==> src/rtl/cog_vid_ctrl_pkg.sv <==
// Shared definitions for the cog_vid sequencer/feeder.
// Holds the bus widths, FSM state encodings, the VID word field offsets
// used by cog_vid, and the packed FIFO entry type.
package cog_vid_ctrl_pkg;

  localparam int unsigned DATA_W = 32;
  localparam int unsigned SCL_W  = 20;
  localparam int unsigned SETS_W = 16;
  localparam int unsigned ST_W   = 3;

  // FSM state encodings
  localparam logic [ST_W-1:0] ST_IDLE = 3'd0;
  localparam logic [ST_W-1:0] ST_SCL  = 3'd1;
  localparam logic [ST_W-1:0] ST_VID  = 3'd2;
  localparam logic [ST_W-1:0] ST_RUN  = 3'd3;
  localparam logic [ST_W-1:0] ST_OFF  = 3'd4;

  // VID word field offsets as decoded by cog_vid
  localparam int unsigned VID_MODE_HI  = 30;
  localparam int unsigned VID_MODE_LO  = 29;
  localparam int unsigned VID_GROUP_HI = 10;
  localparam int unsigned VID_GROUP_LO = 9;
  localparam int unsigned VID_PINS_HI  = 7;
  localparam int unsigned VID_PINS_LO  = 0;

  // One FIFO entry: pixel and color words travel together
  typedef struct packed {
    logic [DATA_W-1:0] pixel;
    logic [DATA_W-1:0] color;
  } vid_word_t;

  // Field extractors for a VID configuration word
  function automatic logic [1:0] vid_mode(input logic [DATA_W-1:0] vid);
    return vid[VID_MODE_HI:VID_MODE_LO];
  endfunction

  function automatic logic [1:0] vid_group(input logic [DATA_W-1:0] vid);
    return vid[VID_GROUP_HI:VID_GROUP_LO];
  endfunction

  function automatic logic [7:0] vid_pins(input logic [DATA_W-1:0] vid);
    return vid[VID_PINS_HI:VID_PINS_LO];
  endfunction

endpackage

==> src/rtl/cog_vid_ctrl_if.sv <==
// Cog-side and cog_vid-side signal bundle for cog_vid_ctrl.
// slave  : the controller (receives cfg/start/stop/push/ack, drives vid_* and status)
// master : the cog / environment side
interface cog_vid_ctrl_if
  import cog_vid_ctrl_pkg::*;
#(
  parameter int unsigned LVL_W = 3
);

  logic [DATA_W-1:0] cfg_vid;
  logic [SCL_W-1:0]  cfg_scl;
  logic              start;
  logic              stop;
  logic              push;
  logic [DATA_W-1:0] push_pixel;
  logic [DATA_W-1:0] push_color;
  logic              vid_ack;
  logic              vid_setvid;
  logic              vid_setscl;
  logic [DATA_W-1:0] vid_data;
  logic [DATA_W-1:0] vid_pixel;
  logic [DATA_W-1:0] vid_color;
  logic              full;
  logic [LVL_W-1:0]  level;
  logic              busy;
  logic              underrun;
  logic              overflow;
  logic [SETS_W-1:0] sets;

  modport slave (
    input  cfg_vid, cfg_scl, start, stop, push, push_pixel, push_color, vid_ack,
    output vid_setvid, vid_setscl, vid_data, vid_pixel, vid_color,
           full, level, busy, underrun, overflow, sets
  );

  modport master (
    output cfg_vid, cfg_scl, start, stop, push, push_pixel, push_color, vid_ack,
    input  vid_setvid, vid_setscl, vid_data, vid_pixel, vid_color,
           full, level, busy, underrun, overflow, sets
  );

endinterface

==> src/rtl/cog_vid_fifo.sv <==
// DEPTH-entry FIFO of pixel/color pairs for cog_vid_ctrl.
// Ports: clk_cog/nres; push/pop are already qualified by the caller
// (push never arrives on a full FIFO unless pop is also set); flush
// empties the FIFO and wins over push/pop. head_c is the combinational
// head entry; level/full are registered.
module cog_vid_fifo
  import cog_vid_ctrl_pkg::*;
#(
  parameter int unsigned DEPTH = 4,
  parameter int unsigned LVL_W = 3
) (
  input  logic             clk_cog,
  input  logic             nres,
  input  logic             push,
  input  logic             pop,
  input  logic             flush,
  input  vid_word_t        wdata,
  output vid_word_t        head_c,
  output logic [LVL_W-1:0] level,
  output logic             full
);

  localparam int unsigned PTR_W = LVL_W - 1;

  vid_word_t        mem_q [DEPTH];
  logic [PTR_W-1:0] wr_ptr_q, wr_ptr_d;
  logic [PTR_W-1:0] rd_ptr_q, rd_ptr_d;
  logic [LVL_W-1:0] level_q, level_d;
  logic             full_q, full_d;

  // Pointer/level update; pointers wrap naturally since DEPTH is a power of two
  always_comb begin
    wr_ptr_d = wr_ptr_q;
    rd_ptr_d = rd_ptr_q;
    level_d  = level_q;
    if (flush) begin
      wr_ptr_d = '0;
      rd_ptr_d = '0;
      level_d  = '0;
    end else begin
      if (push) wr_ptr_d = wr_ptr_q + PTR_W'(1);
      if (pop)  rd_ptr_d = rd_ptr_q + PTR_W'(1);
      level_d = level_q + LVL_W'(push) - LVL_W'(pop);
    end
    full_d = (level_d == LVL_W'(DEPTH));
  end

  always_ff @(posedge clk_cog or negedge nres) begin
    if (!nres) begin
      wr_ptr_q <= '0;
      rd_ptr_q <= '0;
      level_q  <= '0;
      full_q   <= 1'b0;
    end else begin
      wr_ptr_q <= wr_ptr_d;
      rd_ptr_q <= rd_ptr_d;
      level_q  <= level_d;
      full_q   <= full_d;
    end
  end

  // Storage needs no reset: entries are only read while level > 0
  always_ff @(posedge clk_cog) begin
    if (push && !flush) mem_q[wr_ptr_q] <= wdata;
  end

  assign head_c = mem_q[rd_ptr_q];
  assign level  = level_q;
  assign full   = full_q;

endmodule

==> src/rtl/cog_vid_ctrl.sv <==
// Sequencer/feeder in front of cog_vid (clk_cog domain).
// On start it programs SCL then VID via one-cycle setscl/setvid strobes,
// then in RUN presents the FIFO head on vid_pixel/vid_color and pops on
// each rising edge of vid_ack. stop writes VID=0 and flushes the FIFO.
// Ports: clk_cog, nres (async active-low) and the cog_vid_ctrl_if slave
// modport carrying config, push data, ack, strobes and status.
// Optional: define COG_VID_CTRL_STATS_EN to build the saturating capture
// counter on bus.sets; otherwise sets reads 0.
module cog_vid_ctrl
  import cog_vid_ctrl_pkg::*;
#(
  parameter int unsigned DEPTH = 4,
  parameter int unsigned LVL_W = 3
) (
  input  logic           clk_cog,
  input  logic           nres,
  cog_vid_ctrl_if.slave  bus
);

  logic [ST_W-1:0]   state_q, state_d;
  logic              ack_q;
  logic              setscl_q, setscl_d;
  logic              setvid_q, setvid_d;
  logic [DATA_W-1:0] data_q, data_d;
  logic [DATA_W-1:0] pixel_q, pixel_d;
  logic [DATA_W-1:0] color_q, color_d;
  logic              busy_q, busy_d;
  logic              underrun_q, underrun_d;
  logic              overflow_q, overflow_d;

  logic              cap_edge_c;
  logic              cap_run_c;
  logic              start_clr_c;
  logic              in_off_c;
  logic              fifo_empty_c;
  logic              pop_c;
  logic              push_ok_c;
  logic              ovf_set_c;
  logic              und_set_c;

  vid_word_t         wdata_c;
  vid_word_t         head_c;
  logic [LVL_W-1:0]  level_w;
  logic              full_w;

  // Capture detection and FIFO qualification
  assign cap_edge_c   = bus.vid_ack & ~ack_q;
  assign cap_run_c    = cap_edge_c & (state_q == ST_RUN);
  assign start_clr_c  = bus.start & (state_q == ST_IDLE);
  assign in_off_c     = (state_q == ST_OFF);
  assign fifo_empty_c = (level_w == '0);
  assign pop_c        = cap_run_c & ~fifo_empty_c;
  assign und_set_c    = cap_run_c & fifo_empty_c;
  // A same-cycle pop frees a slot, so a push on a full FIFO still lands
  assign push_ok_c    = bus.push & ~in_off_c & (~full_w | pop_c);
  assign ovf_set_c    = bus.push & ~in_off_c & full_w & ~pop_c;
  assign wdata_c      = '{pixel: bus.push_pixel, color: bus.push_color};

  cog_vid_fifo #(
    .DEPTH (DEPTH),
    .LVL_W (LVL_W)
  ) u_fifo (
    .clk_cog (clk_cog),
    .nres    (nres),
    .push    (push_ok_c),
    .pop     (pop_c),
    .flush   (in_off_c),
    .wdata   (wdata_c),
    .head_c  (head_c),
    .level   (level_w),
    .full    (full_w)
  );

  // Next state and registered outputs; strobes follow the state being entered
  always_comb begin
    state_d    = state_q;
    setscl_d   = 1'b0;
    setvid_d   = 1'b0;
    data_d     = data_q;
    pixel_d    = pixel_q;
    color_d    = color_q;
    underrun_d = underrun_q;
    overflow_d = overflow_q;

    case (state_q)
      ST_IDLE: if (bus.start) state_d = ST_SCL;
      ST_SCL:  state_d = ST_VID;
      ST_VID:  state_d = ST_RUN;
      ST_RUN:  if (bus.stop) state_d = ST_OFF;
      ST_OFF:  state_d = ST_IDLE;
      default: state_d = ST_IDLE;
    endcase

    case (state_d)
      ST_SCL: begin
        setscl_d = 1'b1;
        data_d   = {{(DATA_W-SCL_W){1'b0}}, bus.cfg_scl};
      end
      ST_VID: begin
        setvid_d = 1'b1;
        data_d   = bus.cfg_vid;
      end
      ST_OFF: begin
        setvid_d = 1'b1;
        data_d   = '0;
      end
      default: ;
    endcase

    busy_d = (state_d != ST_IDLE);

    // Output words track the head one cycle late and hold while empty
    if (!fifo_empty_c) begin
      pixel_d = head_c.pixel;
      color_d = head_c.color;
    end

    if (start_clr_c) begin
      underrun_d = 1'b0;
      overflow_d = 1'b0;
    end
    if (und_set_c) underrun_d = 1'b1;
    if (ovf_set_c) overflow_d = 1'b1;
  end

  always_ff @(posedge clk_cog or negedge nres) begin
    if (!nres) begin
      state_q    <= ST_IDLE;
      ack_q      <= 1'b0;
      setscl_q   <= 1'b0;
      setvid_q   <= 1'b0;
      data_q     <= '0;
      pixel_q    <= '0;
      color_q    <= '0;
      busy_q     <= 1'b0;
      underrun_q <= 1'b0;
      overflow_q <= 1'b0;
    end else begin
      state_q    <= state_d;
      ack_q      <= bus.vid_ack;
      setscl_q   <= setscl_d;
      setvid_q   <= setvid_d;
      data_q     <= data_d;
      pixel_q    <= pixel_d;
      color_q    <= color_d;
      busy_q     <= busy_d;
      underrun_q <= underrun_d;
      overflow_q <= overflow_d;
    end
  end

`ifdef COG_VID_CTRL_STATS_EN
  logic [SETS_W-1:0] sets_q, sets_d;

  // Saturating count of captures seen in RUN
  always_comb begin
    sets_d = sets_q;
    if (start_clr_c) begin
      sets_d = '0;
    end else if (cap_run_c && (sets_q != {SETS_W{1'b1}})) begin
      sets_d = sets_q + SETS_W'(1);
    end
  end

  always_ff @(posedge clk_cog or negedge nres) begin
    if (!nres) sets_q <= '0;
    else       sets_q <= sets_d;
  end

  assign bus.sets = sets_q;
`else
  assign bus.sets = '0;
`endif

  assign bus.vid_setscl = setscl_q;
  assign bus.vid_setvid = setvid_q;
  assign bus.vid_data   = data_q;
  assign bus.vid_pixel  = pixel_q;
  assign bus.vid_color  = color_q;
  assign bus.full       = full_w;
  assign bus.level      = level_w;
  assign bus.busy       = busy_q;
  assign bus.underrun   = underrun_q;
  assign bus.overflow   = overflow_q;

endmodule

==> src/flat_wrapper.sv <==
// flat-port wrapper written by rule: the top's interface ports become plain ports
module cog_vid_ctrl_flat import cog_vid_ctrl_pkg::*;
#(
  parameter int unsigned DEPTH = 4,
  parameter int unsigned LVL_W = 3
)
  (clk_cog, nres, bus_cfg_vid, bus_cfg_scl, bus_start, bus_stop, bus_push, bus_push_pixel, bus_push_color, bus_vid_ack, bus_vid_setvid, bus_vid_setscl, bus_vid_data, bus_vid_pixel, bus_vid_color, bus_full, bus_level, bus_busy, bus_underrun, bus_overflow, bus_sets);
  cog_vid_ctrl_if #(.LVL_W(LVL_W)) bus_i ();
  input  logic clk_cog;
  input  logic nres;
  input wire logic [$bits(bus_i.cfg_vid)-1:0] bus_cfg_vid;
  input wire logic [$bits(bus_i.cfg_scl)-1:0] bus_cfg_scl;
  input wire logic [$bits(bus_i.start)-1:0] bus_start;
  input wire logic [$bits(bus_i.stop)-1:0] bus_stop;
  input wire logic [$bits(bus_i.push)-1:0] bus_push;
  input wire logic [$bits(bus_i.push_pixel)-1:0] bus_push_pixel;
  input wire logic [$bits(bus_i.push_color)-1:0] bus_push_color;
  input wire logic [$bits(bus_i.vid_ack)-1:0] bus_vid_ack;
  output wire logic [$bits(bus_i.vid_setvid)-1:0] bus_vid_setvid;
  output wire logic [$bits(bus_i.vid_setscl)-1:0] bus_vid_setscl;
  output wire logic [$bits(bus_i.vid_data)-1:0] bus_vid_data;
  output wire logic [$bits(bus_i.vid_pixel)-1:0] bus_vid_pixel;
  output wire logic [$bits(bus_i.vid_color)-1:0] bus_vid_color;
  output wire logic [$bits(bus_i.full)-1:0] bus_full;
  output wire logic [$bits(bus_i.level)-1:0] bus_level;
  output wire logic [$bits(bus_i.busy)-1:0] bus_busy;
  output wire logic [$bits(bus_i.underrun)-1:0] bus_underrun;
  output wire logic [$bits(bus_i.overflow)-1:0] bus_overflow;
  output wire logic [$bits(bus_i.sets)-1:0] bus_sets;
  assign bus_i.cfg_vid = bus_cfg_vid;
  assign bus_i.cfg_scl = bus_cfg_scl;
  assign bus_i.start = bus_start;
  assign bus_i.stop = bus_stop;
  assign bus_i.push = bus_push;
  assign bus_i.push_pixel = bus_push_pixel;
  assign bus_i.push_color = bus_push_color;
  assign bus_i.vid_ack = bus_vid_ack;
  assign bus_vid_setvid = bus_i.vid_setvid;
  assign bus_vid_setscl = bus_i.vid_setscl;
  assign bus_vid_data = bus_i.vid_data;
  assign bus_vid_pixel = bus_i.vid_pixel;
  assign bus_vid_color = bus_i.vid_color;
  assign bus_full = bus_i.full;
  assign bus_level = bus_i.level;
  assign bus_busy = bus_i.busy;
  assign bus_underrun = bus_i.underrun;
  assign bus_overflow = bus_i.overflow;
  assign bus_sets = bus_i.sets;
  cog_vid_ctrl #(.DEPTH(DEPTH), .LVL_W(LVL_W)) u_core (.clk_cog(clk_cog), .nres(nres), .bus(bus_i));
endmodule
==> config.mk <==
export PLATFORM = sky130hd
export DESIGN_NAME = cog_vid_ctrl_flat
export DESIGN_NICKNAME = d
export VERILOG_FILES = /design/src/rtl/cog_vid_ctrl_pkg.sv /design/src/rtl/cog_vid_ctrl_if.sv /design/src/rtl/cog_vid_fifo.sv /design/src/rtl/cog_vid_ctrl.sv /design/src/flat_wrapper.sv
export SDC_FILE = /design/constraint.sdc
export NUM_CORES = 1
export LEC_CHECK = 0
export CAP_MARGIN = 20
export CORE_UTILIZATION = 47
export DETAILED_ROUTE_END_ITERATION = 10
export MAX_ROUTING_LAYER = met4
export PLACE_DENSITY = 0.69
export SYNTH_ARGS = -nofsm -noshare
export SYNTH_HDL_FRONTEND = slang
export SYNTH_HIERARCHICAL = 1
export SYNTH_SLANG_ARGS = --single-unit
==> constraint.sdc <==
create_clock -name clk_cog -period 9.3 [get_ports clk_cog]
set_clock_uncertainty 0.2 [all_clocks]
set_input_delay 1.86 -clock clk_cog [delete_from_list [all_inputs] [get_ports clk_cog]]
set_output_delay 1.86 -clock clk_cog [all_outputs]
set_load 0.01 [all_outputs]
# After elaboration in Yosys (flattened, before gate mapping)
# Memories as Yosys holds them, arrays and structs flattened. A register that Yosys moved wholly into a read port is not among the register bits.
# Cells that the tools add are included.
[word_totals] ff_bits=49 latchBits=0 mem_bits_rw=256 romBits=0 input_bits=122 out_inout_bits=121 memories=1
[op_classes] add_sub_neg=4 multipliers=0 div_mod_pow=0 n_lt_le_gt_ge=0 n_eq_ne=8 shift=0 mux=16 n_bitwise=15 reduce_logical=13
[mem_list] name="u_core.u_fifo.mem_q" words=4 width=64 rd=1 rd_clocked_by_memory_dff=1 write_ports=1 line_no="cog_vid_fifo.sv:25" source="vid_word_t mem_q [DEPTH];"
[ops] op="$pmux 32 s3" n=1
[ops] op="$pmux 3 s4" n=1
[ops] op="$and 1x1->1" n=9
[ops] op="$eq 3x2->1 const B" n=3
[ops] op="$eq 3x3->1 const B" n=3
[ops] op="$mux 3" n=3
[ops] op="$mux 2" n=4
[ops] op="$reduce_bool 2->1" n=4
[ops] op="$mux 1" n=7
[ops] op="$eq 3x1->1 const B" n=2
[ops] op="$logic_not 3->1" n=2
[ops] op="$reduce_bool 3->1" n=2
[ops] op="$not 1->1" n=5
[ops] op="$add 2x1->2 const B" n=2
[ops] op="$add 3x1->3" n=1
[ops] op="$logic_not 1->1" n=3
[ops] op="$sub 3x1->3" n=1
[ops] op="$reduce_or 2->1" n=1
[ops] op="$logic_and 1x1->1" n=1
[ops] op="$or 1x1->1" n=1

# Longest topological paths before layout
# Gate-level depths: netlist of run 1.
[logic_depth] ltp_word=10 ltp_mapped=11 depth_no_buf=11

# Modules after synthesis
# The synthesis of run 1 kept the hierarchy.
[modules_own_cells] mod="cog_vid_fifo" n_inst=1 cells_each=375 area_per_inst_um2=9725.6
[modules_own_cells] mod="cog_vid_ctrl" n_inst=1 cells_each=305 area_per_inst_um2=4346.7

# Worst setup path before layout of run 1
# OpenSTA, ideal clock, no wires.
[synth_path] path_type="in2reg" from="in bus_vid_ack" to="mem u_core/u_fifo/mem_q[0][0] (netlist name), enable pin" setup_time_ns=0.429 t_arrival_ns=4.322 required_ns=8.671 slack_ns=4.349 stages=5 path_cell_list="and4b_1 nand2b_1 a21boi_0 nor2b_1 and2_1"
[synth_via] elab_chain_len=8
[synth_rtl] element="from (decl)" line_no="flat_wrapper.sv:18" source="input wire logic [$bits(bus_i.vid_ack)-1:0] bus_vid_ack;"
[synth_rtl] element="$and 1x1->1" line_no="cog_vid_ctrl.sv:47" source="assign cap_edge_c = bus.vid_ack & ~ack_q;"
[synth_rtl] element="$and 1x1->1" line_no="cog_vid_ctrl.sv:48" source="assign cap_run_c = cap_edge_c & (state_q == ST_RUN);"
[synth_rtl] element="$and 1x1->1" line_no="cog_vid_ctrl.sv:52" source="assign pop_c = cap_run_c & ~fifo_empty_c;"
[synth_rtl] element="$or 1x1->1" line_no="cog_vid_ctrl.sv:55" source="assign push_ok_c = bus.push & ~in_off_c & (~full_w | pop_c);"
[synth_rtl] element="$and 1x1->1" line_no="cog_vid_ctrl.sv:55"
[synth_rtl] element="via u_core.push_ok_c" line_no="cog_vid_ctrl.sv:37" source="logic push_ok_c;"
[synth_rtl] element="$logic_and 1x1->1" line_no="cog_vid_fifo.sv:64" source="if (push && !flush) mem_q[wr_ptr_q] <= wdata;"
[synth_rtl] element="$mux 1" line_no="cog_vid_fifo.sv:64"
[synth_rtl] element="$mux 1 (implied by the code)" line_no="cog_vid_fifo.sv:64"
[synth_rtl] element="to (decl)" line_no="cog_vid_fifo.sv:25"
# The timed path passes the listed nets, and every way through them passes these cells.

# Worst setup path in the final report of run 1
[layout_path] from="in bus_vid_ack" to="mem u_core/u_fifo/mem_q[3][12] (netlist name), enable pin"
# Same word-level chain as after synthesis.

==> results of run 1 <==
per-layer routing:
metal  part of all wire, %  GRT usage (%)
met1                    44           26.0
met2                    47           28.1
met3                   6.6           4.37
met4                   1.5           5.14
met5                     0              -
registers in the layout, summed over array words and instances, names as in the netlist, 2 cells and up:
name	flops
u_core/bus.vid_color	32
u_core/bus.vid_data	32
u_core/bus.vid_pixel	32
u_core/state_q	3
u_core/u_fifo/level	3
u_core/u_fifo/mem_q	256
u_core/u_fifo/rd_ptr_q	2
u_core/u_fifo/wr_ptr_q	2
per-stage QoR:
step,std cells,hold WS [ns],utilization [%]
final,1332,0.273,60.9
after global routing,1332,0.305,60.9
after CTS,1330,0.279,60.9
after detailed placement,1260,0.268,56.8
after global placement,1260,0.263,56.8
after floorplan,695,0.321,-
power by group:
group,internal [uW],switching (uW)
clock network,844,603
registers,2260,266
logic,983,777
cell type report:
type | instances | area (um^2)
clock buffers | 57 | 1090
clock inverters | 13 | 106
multi-input cells | 266 | 3170
well taps | 384 | 480
diodes | 2 | 5.00
inverters | 9 | 33.8
flip-flops and latches | 369 | 10500
repair buffers | 232 | 2310
fillers | 2164 | 11400
cell usage after synthesis:
cell type | number | area [um^2]
sky130_fd_sc_hd__o21ai_1 | 17 | 85.1
sky130_fd_sc_hd__nor3_2 | 1 | 10.0
sky130_fd_sc_hd__conb_1 | 1 | 3.75
sky130_fd_sc_hd__and2b_1 | 1 | 7.51
sky130_fd_sc_hd__clkbuf_2 | 1 | 5.00
sky130_fd_sc_hd__nand3b_1 | 2 | 15.0
sky130_fd_sc_hd__mux2i_1 | 1 | 10.0
sky130_fd_sc_hd__a22oi_2 | 18 | 225
sky130_fd_sc_hd__mux4_2 | 64 | 1440
sky130_fd_sc_hd__a21oi_1 | 2 | 10.0
sky130_fd_sc_hd__buf_6 | 4 | 45.0
sky130_fd_sc_hd__xnor2_1 | 2 | 17.5
sky130_fd_sc_hd__buf_4 | 27 | 203
sky130_fd_sc_hd__xnor3_1 | 1 | 22.5
sky130_fd_sc_hd__nor2b_4 | 1 | 13.8
sky130_fd_sc_hd__a21o_1 | 1 | 7.51
sky130_fd_sc_hd__a21bo_2 | 1 | 10.0
sky130_fd_sc_hd__o21ai_2 | 4 | 35.0
sky130_fd_sc_hd__and4b_1 | 1 | 10.0
sky130_fd_sc_hd__a22o_1 | 13 | 114
sky130_fd_sc_hd__nor2b_1 | 3 | 18.8
sky130_fd_sc_hd__inv_1 | 9 | 33.8
sky130_fd_sc_hd__nor4b_1 | 1 | 8.76
sky130_fd_sc_hd__edfxtp_1 | 256 | 7690
sky130_fd_sc_hd__buf_8 | 1 | 15.0
sky130_fd_sc_hd__a22oi_1 | 2 | 15.0
sky130_fd_sc_hd__dfrtp_1 | 113 | 2830
sky130_fd_sc_hd__fa_1 | 1 | 20.0
sky130_fd_sc_hd__o21bai_1 | 1 | 7.51
sky130_fd_sc_hd__nor3_1 | 2 | 10.0
sky130_fd_sc_hd__ha_1 | 6 | 75.1
sky130_fd_sc_hd__clkbuf_1 | 3 | 11.3
sky130_fd_sc_hd__nor2_1 | 9 | 33.8
sky130_fd_sc_hd__buf_2 | 10 | 50.1
sky130_fd_sc_hd__and3_1 | 1 | 6.26
sky130_fd_sc_hd__mux2_1 | 39 | 439
sky130_fd_sc_hd__buf_12 | 5 | 100
sky130_fd_sc_hd__a21boi_0 | 1 | 7.51
sky130_fd_sc_hd__a32o_1 | 1 | 10.0
sky130_fd_sc_hd__nand2_1 | 21 | 78.8
sky130_fd_sc_hd__nand2b_1 | 1 | 6.26
sky130_fd_sc_hd__mux2_2 | 25 | 282
sky130_fd_sc_hd__and2_1 | 6 | 37.5
logic make-up after synthesis:
| logic type | share of synthesized area, % |
|---|---|
| mux | 15.4 |
| simple gates | 1.82 |
| fa+ha+maj | 0.676 |
| xor+xnor | 0.285 |
| flops | 74.7 |
| compound gates | 3.74 |
| buf+inv | 3.29 |
| other cells | 0.0266 |
worst max-delay path: stages:
cell and delay [ns]:
sky130_fd_sc_hd__clkdlybuf4s50_1 0.46, sky130_fd_sc_hd__and4b_1 0.23, sky130_fd_sc_hd__nand2b_1 0.10, sky130_fd_sc_hd__a21boi_0 0.49, sky130_fd_sc_hd__nor2b_1 0.32, sky130_fd_sc_hd__and2_4 0.82
how the worst max path moves through the flow:
stage	start	to	slack, ns	cells past startpoint
final	bus_vid_ack	u_core/u_fifo/mem_q[3][12]	4.85	6
after global routing	bus_vid_ack	u_core/u_fifo/mem_q[1][33]	4.69	6
after CTS	bus_vid_ack	u_core/u_fifo/mem_q[1][52]	4.84	6
after detailed placement	bus_vid_ack	u_core/u_fifo/mem_q[1][30]	4.30	6
after global placement	bus_vid_ack	u_core/u_fifo/mem_q[1][32]	4.31	6
after floorplan	bus_vid_ack	u_core/u_fifo/mem_q[0][0]	4.35	5
==> metrics.yaml, run 1 <==
regToRegStartpoint: "u_core/state_q[1]"
grt_antenna_before_repair: 2
viasPerCell: 5.21
timing.final.hold_violations: 0
run_status: "complete, no violations"
cts.root.buffer_cell: "sky130_fd_sc_hd__clkbuf_16"
portBuffers: 226
cp_max_fo: 64
gp_congestion: 0.756
startpoint_type_of_the_worst_setup_path: "primary input"
ff2ff_setup_slack_ns: 5.96
standard_cell_core_area_um2: 29100
fin_crit_sh_pct: 47.9
power.leakage_uw: 0.00628
netlist_area_um2: 14100
rsz0062_at_grt: "false"
layout_commonest_cell: "sky130_fd_sc_hd__edfxtp_1"
total_of_cells_resized_after_clock_tree_synthesis: 0
num_io_pins: 243
grtUsageTotal_pct: 18.8
final_antenna_violating_net_count: 0
avg_cell_area_syn_um2: 20.7
tritoncts.num_buffers: 38
relSlewSlack_pct: 31.8
post-place-ws_ns: 4.30
period_minus_slack_ns: 4.45
synth.distinct_cells: 43
rr_endpoint: "u_core/u_fifo/mem_q[3][12]"
critPathRequiredTime_ns: 9.25
placedInstanceArea_um2: 16500
routed_wire_length_mm: 26.9
synth.yosys.warnings: 6
cts_max_path_buffers: 3
total_power_uw: 5730
critical_path_endpoint_category: "flip-flop"
cts_htree_levels: 2
dr.pass1.iters: 4
floorplan.initialDensity_pct: 48.4
min_to: "u_core/bus.vid_data[11]"
post_cts_buffers: 0
holdBufCountCts: 0
register_bit_count_reported_by_yosys: 369
critical_path_class: "in -> reg"
finalSetupTns_ns: 0
tritoncts: "yes"
timing.final.ws_setup_ns: 4.85
clkTransAtPathRegs_ns: 0.06
worst_reg2reg_path_depth: 6
final_layout_size_suffix_gt1_share_pct: 19.0
num-nets-final: 1045
synthesis.instances: 680
grt_first_pass_wirelength_mm: 42.5
timing.hold.worst_path_depth: 2
route.vias.total: 6944
ir_worst_vdd_v: 0.000173
drt-initial-drc-count: 424
worst-endpoint-arrival_ns: 4.40
layout.cells.most_common_list: "sky130_fd_sc_hd__edfxtp_1 (256), sky130_fd_sc_hd__clkdlybuf4s50_1 (225), sky130_fd_sc_hd__dfrtp_1 (111)"
globalRouteOverflowTotal: 0
area.growth.synth_to_final_pct: 25.9
report.final.slew_viol_count: 0
clock_sink_count: 369
synth-seq-area-share_pct: 74.7
min-delay-start: "u_core/bus.vid_data[11]"
die_w_um: 175
max_clock_freq_ghz: 0.225
setup-violations-final: 0
routedWlPerCell_um: 20.2
areal_power_density_over_the_cells_nw_per_um2: 323
design_area_um2: 17700
holdCritPathClass: "reg -> reg"
max_cap_viol_count: 0
worstSkewPairLatency_ns: 0.52
worst_pin_slew_ns: 1.02
first_global_vias: 7328
drc: 0
place_hpwl_mm: 16.1
largest_net_degree_at_the_start_of_global_routing: 67
floorplan.die.height_um: 175
floorplan.die_area_um2: 30600
floorplan.rows: 62
No activity file was read; power rests on OpenSTA's default activity.
==> run 2, diff against run 1 <==
==> constraint.sdc (replaced) <==
create_clock -name clk_cog -period 4.44 [get_ports clk_cog]
set_clock_uncertainty 0.2 [all_clocks]
set_input_delay 0.888 -clock clk_cog [delete_from_list [all_inputs] [get_ports clk_cog]]
set_output_delay 0.888 -clock clk_cog [all_outputs]
set_load 0.01 [all_outputs]
==> run 2 against run 1 <==
  * Global-route usage is 0.29 points lower
  * Critical path depth is 2 higher
  * Via count up 0.43%
  * Non-clock buffer count increased by 9
  * Sequential power is 110% higher
  * Worst hold slack worse by 0.070 ns
  * Clock power increased by 120%
  * Cell count grew 0.53%
  * Sequential share of layout area shrank 0.69 points
  * Worst setup slack worse by 3.5 ns
  * Die area stayed put
  * Largest power group unchanged
  * Highest routed layer unchanged
==> metrics.yaml, run 2 (synthesis gave the netlist of run 1 again) <==
run_status: "complete, no violations"
floorplan.die_area_um2: 30600
post-place-ws_ns: 0.859
cts_htree_levels: 2
layout_commonest_cell: "sky130_fd_sc_hd__edfxtp_1"
worst_pin_slew_ns: 1.00
area.growth.synth_to_final_pct: 27.4
critical_path.n_buffers_inverters: 3
finalSetupTns_ns: 0
critPathRequiredTime_ns: 4.44
cp_max_fo: 30
largest-register: "u_core/u_fifo/mem_q"
die_w_um: 175
grtUsageTotal_pct: 18.5
final_antenna_violating_net_count: 0
regToRegStartpoint: "u_core/state_q[1]"
startpoint_type_of_the_worst_setup_path: "primary input"
routedWlPerCell_um: 20.1
period_minus_slack_ns: 3.06
floorplan.initialDensity_pct: 48.4
max_stage_delay_ns: 0.47
ir_worst_vdd_v: 0.000416
critical_path_endpoint_category: "flip-flop"
gp_congestion: 0.758
fin_crit_sh_pct: 68.9
cts_max_path_buffers: 3
total_of_cells_resized_after_clock_tree_synthesis: 0
areal_power_density_over_the_cells_nw_per_um2: 683
holdCritPathClass: "in -> async"
num_io_pins: 243
floorplan.rows: 62
cpMaxStageDelayCell: "sky130_fd_sc_hd__clkdlybuf4s50_1"
max_cap_viol_count: 0
drc: 0
tritoncts: "yes"
worstSkewPairLatency_ns: 0.52
place_hpwl_mm: 16.9
power.leakage_uw: 0.00638
timing.final.hold_violations: 0
number_of_filler_instances_in_the_final_layout: 2133
post_cts_buffers: 0
dr.pass1.iters: 4
worstSetupStartpoint: "bus_vid_ack"
placedInstanceArea_um2: 16600
portBuffers: 226
rsz0062_at_grt: "false"
final_layout_size_suffix_gt1_share_pct: 20.2
largest_register_ffs: 256
design_area_um2: 17900
clock_sink_count: 369
insertedDiodeCount: 0
largest_net_degree_at_the_start_of_global_routing: 76
cpLargestDelayFamily: "simple AND/OR/NAND/NOR gates"
relSlewSlack_pct: 33.3
report.final.slew_viol_count: 0
critical_path_class: "in -> reg"
globalRouteOverflowTotal: 0
timing.final.ws_setup_ns: 1.38
grt_antenna_before_repair: 0
max_clock_freq_ghz: 0.327
first_global_vias: 7396
crit_chain: "clkdlybuf4s50_1 > and4b_1 > nand2b_1 > a21boi_0 > buf_4 > nor2b_1 > and2_4 > buf_12"
layout.cells.most_common_list: "sky130_fd_sc_hd__edfxtp_1 (256), sky130_fd_sc_hd__clkdlybuf4s50_1 (225), sky130_fd_sc_hd__dfrtp_1 (111)"
tritoncts.num_buffers: 38
grt_first_pass_wirelength_mm: 41.9
holdBufCountCts: 0
route.vias.total: 6974
worst-endpoint-arrival_ns: 3.06
cts.root.buffer_cell: "sky130_fd_sc_hd__clkbuf_16"
num-nets-final: 1054
standard_cell_core_area_um2: 29100
drt-initial-drc-count: 417
viasPerCell: 5.21
routed_wire_length_mm: 26.9
floorplan.die.height_um: 175
setup-violations-final: 0
clkTransAtPathRegs_ns: 0.06
[run 2: changes by cell type in the layout (fill, tap and decap cells not counted), sizes merged, moves of 2 or more]
| cell | before | now |
|---|---|---|
| diode | 2 | 0 |
| clkinvlp | 0 | 2 |
| buf | 7 | 16 |
| inv | 11 | 9 |
| clkbuf | 57 | 53 |
| bufinv | 1 | 4 |
[run 2: path summary, 6_finish.rpt]
check | to | slack (ns) | cells after the start
setup / recovery | u_core/u_fifo/mem_q[2][4] | 1.38 | 8
hold reg to reg | u_core/bus.vid_data[7] | 0.28 | 2
setup reg to reg | u_core/u_fifo/mem_q[2][4] | 1.55 | 8
max in group asynchronous | u_core/bus.vid_data[5] | 3.04 | 2
min in group clk_cog | u_core/bus.vid_data[7] | 0.28 | 2
hold / removal | u_core/bus.vid_pixel[21] | 0.20 | 1
[run 2: worst reg2reg max path: cells and delay by family (launching register included)]
kind            cells  cell delay (ns)
compound gates      1             0.20
buf+inv             2             0.44
flops               1             0.43
simple gates        5             1.29
[run 2: power by group]
part | leakage, uW | switching, uW | internal, uW
Sequential | 0.00370 | 560 | 4710
Clock | 0.000624 | 1260 | 1950
Combinational | 0.00205 | 1630 | 2120
Total | 0.00638 | 3450 | 8790
[run 2: area by class of cell]
| type | instances | area, um^2 | area share [%] |
|---|---|---|---|
| multi-input cells | 266 | 3170 | 17.7 |
| well taps | 384 | 480 | 2.68 |
| clock inverters | 17 | 190 | 1.06 |
| repair buffers | 241 | 2440 | 13.6 |
| clock buffers | 53 | 1090 | 6.09 |
| flip-flops and latches | 369 | 10500 | 58.7 |
| inverters | 9 | 33.8 | 0.188 |
[run 2: layer usage]
layer	vias to the layer above	share of wire [%]	wire [um]	track usage, %
met4	0	1.4	384	4.28
met5	-	0	0	-
met3	37	6.1	1640	3.98
met2	223	48	12800	28.6
li1	3127	-	-	-
met1	3587	45	12000	25.3
[run 2: metrics by stage]
step	hold WS, ns	util [%]	std cells	power [uW]
4_1_cts	0.213	61.6	1339	12400
3_5_place_dp	0.267	57.2	1269	9170
2_1_floorplan	0.321	-	695	7590
5_1_grt	0.256	61.6	1339	12900
6_report	0.203	61.6	1339	12200
3_3_place_gp	0.261	57.2	1269	9100
==> run 3, diff against run 2 <==
--- a/config.mk
+++ b/config.mk
@@ -9,7 +9,7 @@
 export CORE_UTILIZATION = 47
 export DETAILED_ROUTE_END_ITERATION = 10
 export MAX_ROUTING_LAYER = met4
-export PLACE_DENSITY = 0.69
+export PLACE_DENSITY = 0.72
 export SYNTH_ARGS = -nofsm -noshare
 export SYNTH_HDL_FRONTEND = slang
 export SYNTH_HIERARCHICAL = 1
==> constraint.sdc (replaced) <==
create_clock -name clk_cog -period 2.8 [get_ports clk_cog]
set_clock_uncertainty 0.2 [all_clocks]
set_input_delay 0.56 -clock clk_cog [delete_from_list [all_inputs] [get_ports clk_cog]]
set_output_delay 0.56 -clock clk_cog [all_outputs]
set_load 0.01 [all_outputs]
==> run 3 against run 2 <==
  * Clock-buffer cell count increased by 3
  * Design area is 0.82% higher
  * Clock power increased by 47%
  * Register-to-register slack lost 1.4 ns
  * Sequential share of layout area shrank 0.47 points
  * Power is 58% higher
  * Combinational power increased by 68%
  * Global-route usage rose by 0.56 points
  * Wire length up 1.8%
  * Utilization up 0.51 points
  * Via count grew 1.3%
  * Worst hold slack improved by 0.080 ns
  * Critical endpoint is now u_core/u_fifo/full
  * Largest cell class unchanged
==> metrics.yaml, run 3 (synthesis gave the netlist of run 1 again) <==
run_status: "complete, no violations"
largest_register_ffs: 256
crit_chain: "nor2b_4 > and4b_1 > nand2b_1 > inv_1 > ha_1 > inv_1 > ha_1 > inv_1 > fa_1 > xnor3_1 > nor4b_2"
floorplan.rows: 62
power.leakage_uw: 0.00644
num-nets-final: 1071
cpMaxStageDelayCell: "sky130_fd_sc_hd__dfrtp_2"
tritoncts: "yes"
floorplan.die_area_um2: 30600
timing.final.hold_violations: 0
viasPerCell: 5.22
layout_commonest_cell: "sky130_fd_sc_hd__edfxtp_1"
final_layout_size_suffix_gt1_share_pct: 21.0
routedWlPerCell_um: 20.2
layout.cells.non_filler: 1354
placedInstanceArea_um2: 16900
met3_wirelength_mm: 1.65
globalRouteOverflowTotal: 0
critical_path_endpoint_category: "flip-flop"
areal_power_density_over_the_cells_nw_per_um2: 1070
cp_max_fo: 6
total_power_uw: 19300
die_w_um: 175
critical_path_class: "reg -> reg"
insertedDiodeCount: 0
num_io_pins: 243
setup-violations-final: 0
floorplan.die.height_um: 175
tritoncts.num_buffers: 38
number_of_filler_instances_in_the_final_layout: 2095
final_antenna_violating_net_count: 0
cts_max_path_buffers: 3
relSlewSlack_pct: 36.9
startpoint_type_of_the_worst_setup_path: "flip-flop"
max_cap_viol_count: 0
largest_net_degree_at_the_start_of_global_routing: 66
period_minus_slack_ns: 2.64
grtUsageTotal_pct: 19.0
design_area_um2: 18100
worst-endpoint-arrival_ns: 2.86
largest-register: "u_core/u_fifo/mem_q"
fin_crit_sh_pct: 94.2
topRoutingLayerUsed: "met4"
max_clock_freq_ghz: 0.379
post-place-cells: 1285
routed_wire_length_mm: 27.3
standard_cell_core_area_um2: 29100
drt-initial-drc-count: 468
report.final.slew_viol_count: 0
worstSkewPairLatency_ns: 0.51
fin_hold_ws_ns: 0.283
max_stage_delay_ns: 0.43
drc: 0
cts.root.buffer_cell: "sky130_fd_sc_hd__clkbuf_16"
portBuffers: 226
wl_met2_mm: 13.9
place_hpwl_mm: 18.2
floorplan.initialDensity_pct: 48.4
holdCritPathClass: "reg -> reg"
grt_first_pass_wirelength_mm: 43.0
gp_congestion: 0.759
first_global_vias: 7534
cts_htree_levels: 2
route.vias.total: 7066
grt_antenna_before_repair: 0
timing.critical_path.mode_cell: "sky130_fd_sc_hd__inv_1"
critPathRequiredTime_ns: 3.02
clkTransAtPathRegs_ns: 0.06
worst_pin_slew_ns: 0.947
met1Wirelength_mm: 11.3
layout.cells.most_common_list: "sky130_fd_sc_hd__edfxtp_1 (256), sky130_fd_sc_hd__clkdlybuf4s50_1 (225), sky130_fd_sc_hd__dfrtp_1 (109)"
dr.pass1.iters: 5
ir_worst_vdd_v: 0.000725
area.growth.synth_to_final_pct: 28.4
post_cts_buffers: 0
clock_sink_count: 369
[run 3: cell count changes in the layout (fill, tap and decap cells not counted), moves of 3 or more]
cell	previous run	this run
sky130_fd_sc_hd__buf_12	5	16
sky130_fd_sc_hd__clkbuf_1	10	17
sky130_fd_sc_hd__buf_4	10	16
sky130_fd_sc_hd__clkbuf_16	41	38
[run 3: critical path: cells and delay by family, from the launching register on]
| kind | cells | cell delay [ns] |
|---|---|---|
| adders and majority gates | 3 | 0.81 |
| and+or+nand+nor | 4 | 0.71 |
| DFF | 1 | 0.43 |
| xor gates and xnor gates | 1 | 0.22 |
| buffers and inverters | 3 | 0.17 |
[run 3: power by group]
part           switching, uW  internal (uW)
clock network           1960           2740
registers                807           7470
logic                   2740           3570
total                   5510          13800
[run 3: worst paths after layout]
path | cells past startpoint | start | slack [ns] | to
max | 11 | u_core/state_q[0] | 0.16 | u_core/u_fifo/full
min | 2 | u_core/bus.vid_data[10] | 0.28 | u_core/bus.vid_data[10]
max reg2reg | 11 | u_core/state_q[0] | 0.16 | u_core/u_fifo/full
min reg2reg | 2 | u_core/bus.vid_data[10] | 0.28 | u_core/bus.vid_data[10]
max in group asynchronous | 3 | nres | 1.37 | u_core/state_q[2]
min in group asynchronous | 2 | nres | 0.37 | u_core/bus.vid_color[28]
[run 3: timing repair]
| action | in CTS | in global routing |
|---|---|---|
| hold endpoints to repair | 33 | 0 |
| setup endpoints to repair | 0 | 1 |
| hold buffers | 1 | 0 |
| gates resized for setup | 0 | 3 |
[run 3: metal layers]
layer | vias to the layer above | global-route usage, %
met2 | 241 | 31.2
li1 | 3170 | -
met1 | 3610 | 24.5
met5 | - | -
met4 | 0 | 5.51
met3 | 45 | 3.37
[run 3: through the flow]
stage	util (%)	TNS [ns]	setup slack, ns
floorplan	-	-47.18	-0.184
global placement	58.1	-34.65	-0.225
detailed placement	58.1	-45.65	-0.337
CTS	62.1	0	0.113
global route	62.1	-0.0598	-0.0598
finish	62.1	0	0.162
[run 3: layout make-up]
type                       count  area, um^2  area share [%]
sequential                   369       10500            58.2
multi-input combinational    266        3170            17.6
tap                          384         480            2.66
timing repair buffer         258        2700            15.0
clock inverter                12         128           0.706
inverter                       9        33.8           0.187
clock buffer                  56        1030            5.69
